### src/rtl/mouse_sequencer_if.sv
// Handshake bundle between the mouse sequencer, the PS/2 controller and the
// packet consumer. master is the sequencer side; slave is its environment.
interface mouse_sequencer_if;
  logic       start;
  logic [7:0] ps2_cmd;
  logic       ps2_send;
  logic       ps2_cmd_sent;
  logic       ps2_timeout;
  logic [7:0] ps2_data;
  logic       ps2_data_en;
  logic       pkt_valid;
  logic [2:0] pkt_buttons;
  logic [8:0] pkt_dx;
  logic [8:0] pkt_dy;
  logic       pkt_overflow;
  logic       ready;
  logic       error;

  modport master (
    input  start, ps2_cmd_sent, ps2_timeout, ps2_data, ps2_data_en,
    output ps2_cmd, ps2_send, pkt_valid, pkt_buttons, pkt_dx, pkt_dy,
           pkt_overflow, ready, error
  );

  modport slave (
    output start, ps2_cmd_sent, ps2_timeout, ps2_data, ps2_data_en,
    input  ps2_cmd, ps2_send, pkt_valid, pkt_buttons, pkt_dx, pkt_dy,
           pkt_overflow, ready, error
  );
endinterface

### src/rtl/mouse_sequencer.sv
// PS/2 mouse bring-up (reset, BAT, ID, enable reporting) with bounded retries,
// followed by 3-byte stream packet assembly.
module mouse_sequencer #(
  parameter int unsigned TIMEOUT_CYCLES = 2500000,
  parameter int unsigned MAX_RETRIES    = 3
) (
  input  logic              clk,
  input  logic              reset,
  mouse_sequencer_if.master bus
);

  localparam int unsigned TW = $clog2(TIMEOUT_CYCLES + 1);
  localparam int unsigned RW = (MAX_RETRIES < 2) ? 1 : $clog2(MAX_RETRIES + 1);

  typedef enum logic [3:0] {
    IDLE, SEND_RST, WAIT_ACK_RST, WAIT_BAT, WAIT_ID,
    SEND_EN, WAIT_ACK_EN, STREAM, ERROR
  } state_t;

  state_t        state_q, state_d, wait_next;
  logic [RW-1:0] retry_q, retry_d, retry_inc;
  logic [TW-1:0] timer_q, timer_d;
  logic [1:0]    idx_q, idx_d;
  logic [7:0]    b0_q, b0_d, b1_q, b1_d;
  logic [7:0]    ps2_cmd_q, ps2_cmd_d, expected;
  logic          ps2_send_q, ps2_send_d;
  logic          pkt_valid_q, pkt_valid_d, pkt_overflow_q, pkt_overflow_d;
  logic [2:0]    pkt_buttons_q, pkt_buttons_d;
  logic [8:0]    pkt_dx_q, pkt_dx_d, pkt_dy_q, pkt_dy_d;
  logic          ready_q, ready_d, error_q, error_d;
  logic          fail, expired;

  always_comb begin
    expected  = 8'hFA;
    wait_next = WAIT_BAT;
    case (state_q)
      WAIT_BAT:    begin expected = 8'hAA; wait_next = WAIT_ID; end
      WAIT_ID:     begin expected = 8'h00; wait_next = SEND_EN; end
      WAIT_ACK_EN: begin expected = 8'hFA; wait_next = STREAM;  end
      default:     begin expected = 8'hFA; wait_next = WAIT_BAT; end
    endcase
  end

  assign expired   = (timer_q == TW'(TIMEOUT_CYCLES - 1));
  assign retry_inc = retry_q + RW'(1);

  always_comb begin
    state_d       = state_q;
    retry_d       = retry_q;
    timer_d       = '0;
    idx_d         = idx_q;
    b0_d          = b0_q;
    b1_d          = b1_q;
    pkt_buttons_d = pkt_buttons_q;
    pkt_dx_d      = pkt_dx_q;
    pkt_dy_d      = pkt_dy_q;
    pkt_valid_d   = 1'b0;
    pkt_overflow_d = 1'b0;
    fail          = 1'b0;

    case (state_q)
      IDLE, ERROR: if (bus.start) begin
        state_d = SEND_RST;
        retry_d = '0;
      end
      SEND_RST, SEND_EN: begin
        if (bus.ps2_cmd_sent) state_d = (state_q == SEND_RST) ? WAIT_ACK_RST : WAIT_ACK_EN;
        else if (bus.ps2_timeout) fail = 1'b1;
      end
      WAIT_ACK_RST, WAIT_BAT, WAIT_ID, WAIT_ACK_EN: begin
        if (bus.ps2_data_en) begin
          if (bus.ps2_data == expected) state_d = wait_next;
          else fail = 1'b1;
        end else if (expired) fail = 1'b1;
        else timer_d = timer_q + TW'(1);
      end
      STREAM: begin
        if (bus.start) begin
          state_d = SEND_RST;
          retry_d = '0;
        end else if (bus.ps2_data_en) begin
          case (idx_q)
            2'd0: if (bus.ps2_data[3]) begin
              b0_d  = bus.ps2_data;
              idx_d = 2'd1;
            end
            2'd1: begin
              b1_d  = bus.ps2_data;
              idx_d = 2'd2;
            end
            default: begin
              idx_d = 2'd0;
              if (b0_q[7] || b0_q[6]) pkt_overflow_d = 1'b1;
              else begin
                pkt_valid_d   = 1'b1;
                pkt_buttons_d = b0_q[2:0];
                pkt_dx_d      = {b0_q[4], b1_q};
                pkt_dy_d      = {b0_q[5], bus.ps2_data};
              end
            end
          endcase
        end else if (idx_q != 2'd0) begin
          // A stalled partial packet is abandoned silently to resync.
          if (expired) idx_d = 2'd0;
          else timer_d = timer_q + TW'(1);
        end
      end
      default: state_d = IDLE;
    endcase

    if (fail) begin
      retry_d = retry_inc;
      state_d = (retry_inc == RW'(MAX_RETRIES)) ? ERROR : SEND_RST;
    end
    if (state_d != STREAM) idx_d = 2'd0;

    // Outputs are registered from the next state so they track the state register.
    ps2_send_d = (state_d == SEND_RST) || (state_d == SEND_EN);
    ps2_cmd_d  = (state_d == SEND_RST) ? 8'hFF :
                 (state_d == SEND_EN)  ? 8'hF4 : ps2_cmd_q;
    ready_d    = (state_d == STREAM);
    error_d    = (state_d == ERROR);
  end

  always_ff @(posedge clk or posedge reset) begin
    if (reset) begin
      state_q        <= IDLE;
      retry_q        <= '0;
      timer_q        <= '0;
      idx_q          <= '0;
      b0_q           <= '0;
      b1_q           <= '0;
      ps2_cmd_q      <= '0;
      ps2_send_q     <= 1'b0;
      pkt_valid_q    <= 1'b0;
      pkt_overflow_q <= 1'b0;
      pkt_buttons_q  <= '0;
      pkt_dx_q       <= '0;
      pkt_dy_q       <= '0;
      ready_q        <= 1'b0;
      error_q        <= 1'b0;
    end else begin
      state_q        <= state_d;
      retry_q        <= retry_d;
      timer_q        <= timer_d;
      idx_q          <= idx_d;
      b0_q           <= b0_d;
      b1_q           <= b1_d;
      ps2_cmd_q      <= ps2_cmd_d;
      ps2_send_q     <= ps2_send_d;
      pkt_valid_q    <= pkt_valid_d;
      pkt_overflow_q <= pkt_overflow_d;
      pkt_buttons_q  <= pkt_buttons_d;
      pkt_dx_q       <= pkt_dx_d;
      pkt_dy_q       <= pkt_dy_d;
      ready_q        <= ready_d;
      error_q        <= error_d;
    end
  end

  assign bus.ps2_cmd      = ps2_cmd_q;
  assign bus.ps2_send     = ps2_send_q;
  assign bus.pkt_valid    = pkt_valid_q;
  assign bus.pkt_overflow = pkt_overflow_q;
  assign bus.pkt_buttons  = pkt_buttons_q;
  assign bus.pkt_dx       = pkt_dx_q;
  assign bus.pkt_dy       = pkt_dy_q;
  assign bus.ready        = ready_q;
  assign bus.error        = error_q;

endmodule

### src/flat_wrapper.sv
// flat-port wrapper written by rule: the top's interface ports become plain ports
module mouse_sequencer_flat 
#(
  parameter int unsigned TIMEOUT_CYCLES = 2500000,
  parameter int unsigned MAX_RETRIES    = 3
)
  (clk, reset, bus_start, bus_ps2_cmd_sent, bus_ps2_timeout, bus_ps2_data, bus_ps2_data_en, bus_ps2_cmd, bus_ps2_send, bus_pkt_valid, bus_pkt_buttons, bus_pkt_dx, bus_pkt_dy, bus_pkt_overflow, bus_ready, bus_error);
  mouse_sequencer_if bus_i ();
  input  logic clk;
  input  logic reset;
  input wire logic [$bits(bus_i.start)-1:0] bus_start;
  input wire logic [$bits(bus_i.ps2_cmd_sent)-1:0] bus_ps2_cmd_sent;
  input wire logic [$bits(bus_i.ps2_timeout)-1:0] bus_ps2_timeout;
  input wire logic [$bits(bus_i.ps2_data)-1:0] bus_ps2_data;
  input wire logic [$bits(bus_i.ps2_data_en)-1:0] bus_ps2_data_en;
  output wire logic [$bits(bus_i.ps2_cmd)-1:0] bus_ps2_cmd;
  output wire logic [$bits(bus_i.ps2_send)-1:0] bus_ps2_send;
  output wire logic [$bits(bus_i.pkt_valid)-1:0] bus_pkt_valid;
  output wire logic [$bits(bus_i.pkt_buttons)-1:0] bus_pkt_buttons;
  output wire logic [$bits(bus_i.pkt_dx)-1:0] bus_pkt_dx;
  output wire logic [$bits(bus_i.pkt_dy)-1:0] bus_pkt_dy;
  output wire logic [$bits(bus_i.pkt_overflow)-1:0] bus_pkt_overflow;
  output wire logic [$bits(bus_i.ready)-1:0] bus_ready;
  output wire logic [$bits(bus_i.error)-1:0] bus_error;
  assign bus_i.start = bus_start;
  assign bus_i.ps2_cmd_sent = bus_ps2_cmd_sent;
  assign bus_i.ps2_timeout = bus_ps2_timeout;
  assign bus_i.ps2_data = bus_ps2_data;
  assign bus_i.ps2_data_en = bus_ps2_data_en;
  assign bus_ps2_cmd = bus_i.ps2_cmd;
  assign bus_ps2_send = bus_i.ps2_send;
  assign bus_pkt_valid = bus_i.pkt_valid;
  assign bus_pkt_buttons = bus_i.pkt_buttons;
  assign bus_pkt_dx = bus_i.pkt_dx;
  assign bus_pkt_dy = bus_i.pkt_dy;
  assign bus_pkt_overflow = bus_i.pkt_overflow;
  assign bus_ready = bus_i.ready;
  assign bus_error = bus_i.error;
  mouse_sequencer #(.TIMEOUT_CYCLES(TIMEOUT_CYCLES), .MAX_RETRIES(MAX_RETRIES)) u_core (.clk(clk), .reset(reset), .bus(bus_i));
endmodule
### config.mk
export PLATFORM = sky130hd
export DESIGN_NAME = mouse_sequencer_flat
export DESIGN_NICKNAME = d
export VERILOG_FILES = /design/src/rtl/mouse_sequencer_if.sv /design/src/rtl/mouse_sequencer.sv /design/src/flat_wrapper.sv
export SDC_FILE = /design/constraint.sdc
export NUM_CORES = 1
export LEC_CHECK = 0
export ABC_CLOCK_PERIOD_IN_PS = 2500
export BUFFER_PORTS_ARGS = -buffer_cell sky130_fd_sc_hd__buf_2
export CAP_MARGIN = 15
export CORE_UTILIZATION = 50
export DETAILED_ROUTE_END_ITERATION = 7
export MAX_ROUTING_LAYER = met4
export PLACE_DENSITY_LB_ADDON = 0.05
export SETUP_SLACK_MARGIN = 0.02
export SYNTH_ARGS = -nofsm -noshare
export SYNTH_HDL_FRONTEND = slang
export SYNTH_SLANG_ARGS = --single-unit
### constraint.sdc
create_clock -name clk -period 2.5 [get_ports clk]
set_input_delay 0.125 -clock clk [delete_from_list [all_inputs] [get_ports clk]]
set_output_delay 0.125 -clock clk [all_outputs]
set_load 0.02 [all_outputs]
# Word level (Yosys, flattened, before mapping)
# Cells that the tools add are included.
[op_classes] reduce_logical=20 div=0 n_eq_ne=19 bitwise_logic=3 multipliers=0 order_cmp=0 add_sub_neg=2 muxes=45 shift=0
[ops] operator="$mux W22" count=5
[ops] operator="$pmux W22 S2" count=1
[ops] operator="$eq A4 B3 Y1 const B" count=6
[ops] operator="$mux W4" count=6
[ops] operator="$add A22 B1 Y22 const B" count=1
[ops] operator="$eq A22 B22 Y1 const B" count=1
[ops] operator="$mux W2" count=10
[ops] operator="$mux W8" count=2
[ops] operator="$pmux W8 S2" count=1
[ops] operator="$mux W1" count=15
[ops] operator="$reduce_and A5 Y1" count=3
[ops] operator="$pmux W4 S3" count=1
[ops] operator="$reduce_bool A2 Y1" count=5
[ops] operator="$pmux W3 S3" count=1
[ops] operator="$eq A4 B1 Y1 const B" count=2
[ops] operator="$eq A4 B2 Y1 const B" count=2
[ops] operator="$eq A4 B4 Y1 const B" count=2
[ops] operator="$eq A8 B8 Y1" count=1
[ops] operator="$ne A4 B3 Y1 const B" count=2
[ops] operator="$reduce_bool A3 Y1" count=2
[ops] operator="$logic_not A4 Y1" count=1
[ops] operator="$pmux W2 S2" count=1
[ops] operator="$reduce_and A4 Y1" count=1
[ops] operator="$reduce_or A2 Y1" count=2
[ops] operator="other kinds (12)" count=15
[totals] word_cells=104 ramBits=0 output_inout_bits=34 ff_bits=80 latch_bits=0 input_bits=14 n_memories=0 romBits=0

# Longest topological paths before layout
[depth] ltp_word=10 depth_mapped=8 ltp_nobuf=8

# Least setup slack after synthesis
# No wires, ideal clock.
[synth_timing] path_type="reg2reg" startpoint="register u_core.timer_q[0]" endpoint="register u_core.ps2_cmd_q[3] (netlist: u_core.bus.ps2_cmd[3])" required_ps=2372 synth_period_minus_slack_ps=2326 path_stages_with_launch=9 setup_ps=128 setup_slack_ps=174 arrival_ps=2198 n_path_buf=0 cell_sequence="dfrtp_1 ha_1 nand4_1 or4_4 o21bai_4 a31oi_4 and3b_4 nor3b_4 mux2_1"
[synth_between] elab_chain_len=7 word_cells_on_any_way=9 cone_classes="eq/ne (3); mux (5); reduce/logical (1)"
[synth_lines] item="start: declaration" line="mouse_sequencer.sv:22" rtl="logic [TW-1:0] timer_q, timer_d;"
[synth_lines] item="start signal: assignment" line="mouse_sequencer.sv:145" rtl="timer_q <= timer_d;"
[synth_lines] item="$eq A22 B22 Y1 (*)" line="mouse_sequencer.sv:44" rtl="assign expired = (timer_q == TW'(TIMEOUT_CYCLES - 1));"
[synth_lines] item="$mux W1 (*)" line="mouse_sequencer.sv:74" rtl="end else if (expired) fail = 1'b1;"
[synth_lines] item="$mux W1 (*)" line="mouse_sequencer.sv:71" rtl="if (bus.ps2_data_en) begin"
[synth_lines] item="$pmux W1 S2 (*)" line="mouse_sequencer.sv:61" rtl="case (state_q)"
[synth_lines] item="$mux W4 (*)" line="mouse_sequencer.sv:111" rtl="if (fail) begin"
[synth_lines] item="via u_core.state_d[1]" line="mouse_sequencer.sv:20" rtl="state_t state_q, state_d, wait_next;"
[synth_lines] item="$eq A4 B1 Y1 / $eq A4 B3 Y1 (equally long branches)" line="mouse_sequencer.sv:119, mouse_sequencer.sv:120"
[synth_lines] item="$mux W8 / $reduce_bool A2 Y1 (equally long branches)"
[synth_lines] item="end signal: assignment" line="mouse_sequencer.sv:149" rtl="ps2_cmd_q <= ps2_cmd_d;"
[synth_lines] item="end: declaration" line="mouse_sequencer.sv:25" rtl="logic [7:0] ps2_cmd_q, ps2_cmd_d, expected;"
# The timed path passes the listed nets; every way through them passes the cells marked *.
# A chain may end at the register's enable or synchronous reset.

# Worst setup path after layout
[layout_timing] startpoint="register u_core.state_q[1]" endpoint="register u_core.ps2_cmd_q[3] (netlist: u_core.bus.ps2_cmd[3])"
[layout_between] elab_chain_len=9 word_cells_on_any_way=29 cone_classes="eq/ne (11); mux (13); reduce/logical (5)"
[layout_lines] item="start: declaration" line="mouse_sequencer.sv:20"
[layout_lines] item="start signal: assignment" line="mouse_sequencer.sv:143" rtl="state_q <= state_d;"
[layout_lines] item="$eq A4 B3 Y1 / $eq A4 B2 Y1 (equally long branches)" line="mouse_sequencer.sv:36, mouse_sequencer.sv:61"
[layout_lines] item="$pmux W8 S2" line="mouse_sequencer.sv:36" rtl="case (state_q)"
[layout_lines] item="$eq A8 B8 Y1" line="mouse_sequencer.sv:72" rtl="if (bus.ps2_data == expected) state_d = wait_next;"
[layout_lines] item="$mux W4 / $mux W1 (equally long branches)" line="mouse_sequencer.sv:72"
[layout_lines] item="$mux W4 / $mux W1 (equally long branches)" line="mouse_sequencer.sv:71"
[layout_lines] item="$pmux W4 S3 / $pmux W1 S2 (equally long branches)" line="mouse_sequencer.sv:61"
[layout_lines] item="$mux W4 (*)" line="mouse_sequencer.sv:111"
[layout_lines] item="via u_core.state_d[1]" line="mouse_sequencer.sv:20"
[layout_lines] item="$eq A4 B1 Y1 / $eq A4 B3 Y1 (equally long branches)" line="mouse_sequencer.sv:119, mouse_sequencer.sv:120"
[layout_lines] item="$mux W8 / $reduce_bool A2 Y1 (equally long branches)"
# Marks and branches as above.

==> impl_metrics.ini <==
[routing]
ant_nets = 0
drt-total-wl_um = 6490
drt_iter0_markers = 127
via_count = 2284
firstDrtPassIters = 7
drc = 4
wl_per_cell_um = 15.1
vias_per_cell = 5.32

[floorplanning]
die_w_um = 84.3
chipHeight_um = 84.3
ios = 48
dieArea_um2 = 7110
core_area_um2 = 6460
row_count = 29
start_util = 0.525

[power]
power_density_nw_per_um2 = 730
worst_ir_drop_vdd_v = 0.000482
total_power_w = 0.00294
leakagePower_nw = 1.94

[synth]
synth.area.top_cells = dfrtp_1 54%, mux2_2 12%, nor2_1 3.4%, nand2_1 2.7%, xor2_1 2.6%
synth-edff-count = 0
yosys_warnings = 0
seq_area_frac_synth = 0.539
synth_top_cell_by_area = dfrtp_1
netlist_instances = 288
synth_cell_types = 49
netlist_area_um2 = 3390
syn_nets = 304
avgSynthCellArea_um2 = 11.8
synth-main-ff-cell = dfrtp_1
synth.top_cell.area_share = 0.539
synth.ff_latch_count = 73
synthArstFlopShare = 1.00

[global_routing]
grt-ovfl-total = 0
groute.usage.overall = 0.205
grt_pass1_vias = 2311
antenna_found_initial = 0
grt_first_pass_wirelength_um = 10900
grt_max_degree = 33

[worst_hold_path]
min_to = u_core.timer_q[4]$_DFF_PP0_
worstHoldPathType = in2reg
hp-start = bus_ps2_data_en
hold_depth = 2

[layout]
stdcell_count = 429
antennaDiodeCount = 0
finalNetCount = 364
layout_commonest_cell = dfrtp_1
layout_common_cells = 71 x dfrtp_1, 47 x buf_2, 36 x mux2_2, 31 x nor2_1, 24 x nand2_1
nFillCells = 535
synthToLayoutAreaGrowth_pct = 18.8
drive_gt1_frac = 0.369

[worst_setup_path]
worstSetupEndpointType = flip-flop
regToRegSetupSlack_ns = 0.08
crit_arrival_ns = 2.65
crit_chain = nor4b_4 > mux2i_4 > o211a_1 > o211ai_1 > and3b_4 > nor3b_4 > mux2_4
r2r_cells = 7
critPathLaunchType = flip-flop
reg2reg_from = u_core.state_q[1]$_DFF_PP0_
crit_type = reg2reg
slowest_stage = dfrtp_2
crit_fanout = 5
worstPathRequired_ns = 2.73
rr_endpoint = u_core.bus.ps2_cmd[3]$_DFFE_PP0P_
critPathMaxStageDelay_ns = 0.46

[clocking]
root_buffer = clkbuf_8
cts-buffers-inserted = 9
clockBufferDepth = 2
cts_tree = yes
h-tree-depth = 3
clk_latency_ns = 0.34
clkTransAtPathRegs_ns = 0.08
clock_sinks = 73

[sta]
timing.hold.ws_ns = 0.0496
fmax_mhz = 413
slew_headroom = 0.595
skew_ns = 0.00874
rsz0062_at_grt = yes
slew_viol_final = 0
worst_slew_pin_slew_ns = 0.599
setup_tns_ns = 0
timing.final.crit_share = 0.969
setup_ws_ns = 0.0777
hold_viol = 0
period_needed_ns = 2.42
setup_viol = 0

[flow_run]
maxCapViolations = 0

[place]
gp_congestion = 0.820
dp.cells = 410
place_ws_ns = 0.0250
dp_hpwl_um = 4470
port-buffer-count = 47

[status]
violations = DRC
outcome = finished with violations
-- cells by family after synthesis --
family / synth area share
simple gates: 0.186
flops: 0.539
mux: 0.136
compound gates: 0.0558
buf+inv: 0.0292
xor+xnor: 0.0465
fa+ha+maj: 0.00738
-- state kept, by name, summed over array words and instances, names as in the netlist --
register and count:
u_core.timer_q 22, u_core.bus.pkt_dy 9, u_core.bus.pkt_overflow 1, u_core.idx_q 2, u_core.bus.ps2_send 1, u_core.b0_q 7
u_core.bus.pkt_valid 1, u_core.bus.ps2_cmd 2, u_core.b1_q 8, u_core.bus.error 1, u_core.bus.ready 1, u_core.state_q 4
u_core.bus.pkt_buttons 3, u_core.bus.pkt_dx 9, u_core.retry_q 2
-- synth_stat cells, drive strengths merged (3+ instances only) --
library cell,instances
dfrtp,73
mux2,37
nor2,31
nand2,24
nand3,11
buf,10
xor2,10
o21ai,8
xnor2,8
a21oi,6
and3,6
nor2b,6
inv,5
clkbuf,4
nand4,4
nor4b,4
mux2i,3
nand3b,3
nor3,3
or3,3
-- worst max path at each step --
stage | start | end | depth (start not counted)
after floorplan | u_core.timer_q[0]$_DFF_PP0_ | u_core.bus.ps2_cmd[3]$_DFFE_PP0P_ | 8
after global placement | u_core.timer_q[0]$_DFF_PP0_ | u_core.bus.ps2_cmd[3]$_DFFE_PP0P_ | 8
after detailed placement | u_core.timer_q[0]$_DFF_PP0_ | u_core.bus.ps2_cmd[3]$_DFFE_PP0P_ | 8
after CTS | u_core.timer_q[0]$_DFF_PP0_ | u_core.bus.ps2_cmd[3]$_DFFE_PP0P_ | 8
after global routing | u_core.state_q[1]$_DFF_PP0_ | u_core.bus.ps2_cmd[3]$_DFFE_PP0P_ | 7
final | u_core.state_q[1]$_DFF_PP0_ | u_core.bus.ps2_cmd[3]$_DFFE_PP0P_ | 7
-- final cells by class --
class / count / area, µm² / share of cell area
multi-input combinational: 196 / 1480 / 0.367
inverter: 5 / 18.8 / 0.00466
clock buffer: 9 / 124 / 0.0308
timing repair buffer: 63 / 395 / 0.0982
sequential: 73 / 1830 / 0.454
tap: 77 / 96.3 / 0.0239
clock inverter: 6 / 83.8 / 0.0208
-- stage by stage --
stage / util / instance area (µm²)
after floorplan: - / 3390
after global placement: 0.583 / 3770
after detailed placement: 0.583 / 3770
after CTS: 0.619 / 4000
after global routing: 0.623 / 4030
final: 0.623 / 4030
-- worst max-delay path: cells and delay by family (launching register included) --
kind               cells  cell delay, ns
AOI/OAI and AO/OA      2            0.30
DFF                    1            0.46
muxes                  2            0.67
and+or+nand+nor        3            0.88
-- routing by layer --
metal	vias to the layer above	wire length (µm)	global-route usage
met2	39	3050	0.319
met4	0	78	0.0627
met3	8	242	0.0541
met1	1113	3110	0.264
met5	-	0	-
li1	1124	-	-
-- what timing repair did --
| action | 4_1_cts | 5_1_grt |
|---|---|---|
| resized for setup | 1 | 4 |
| buffers inserted | 1 | 2 |
| hold buffers | 1 | 0 |
| pin swaps | 1 | 7 |
| setup endpoints to repair | 1 | 4 |
| hold endpoints to repair | 25 | 0 |
-- where the power goes --
group | switching, W | leakage (nW) | internal [W]
combinational | 0.000366 | 0.831 | 0.000283
clock | 0.000436 | 0.109 | 0.000553
sequential | 0.0000551 | 0.997 | 0.00124
No activity file was read; power rests on OpenSTA's default activity.
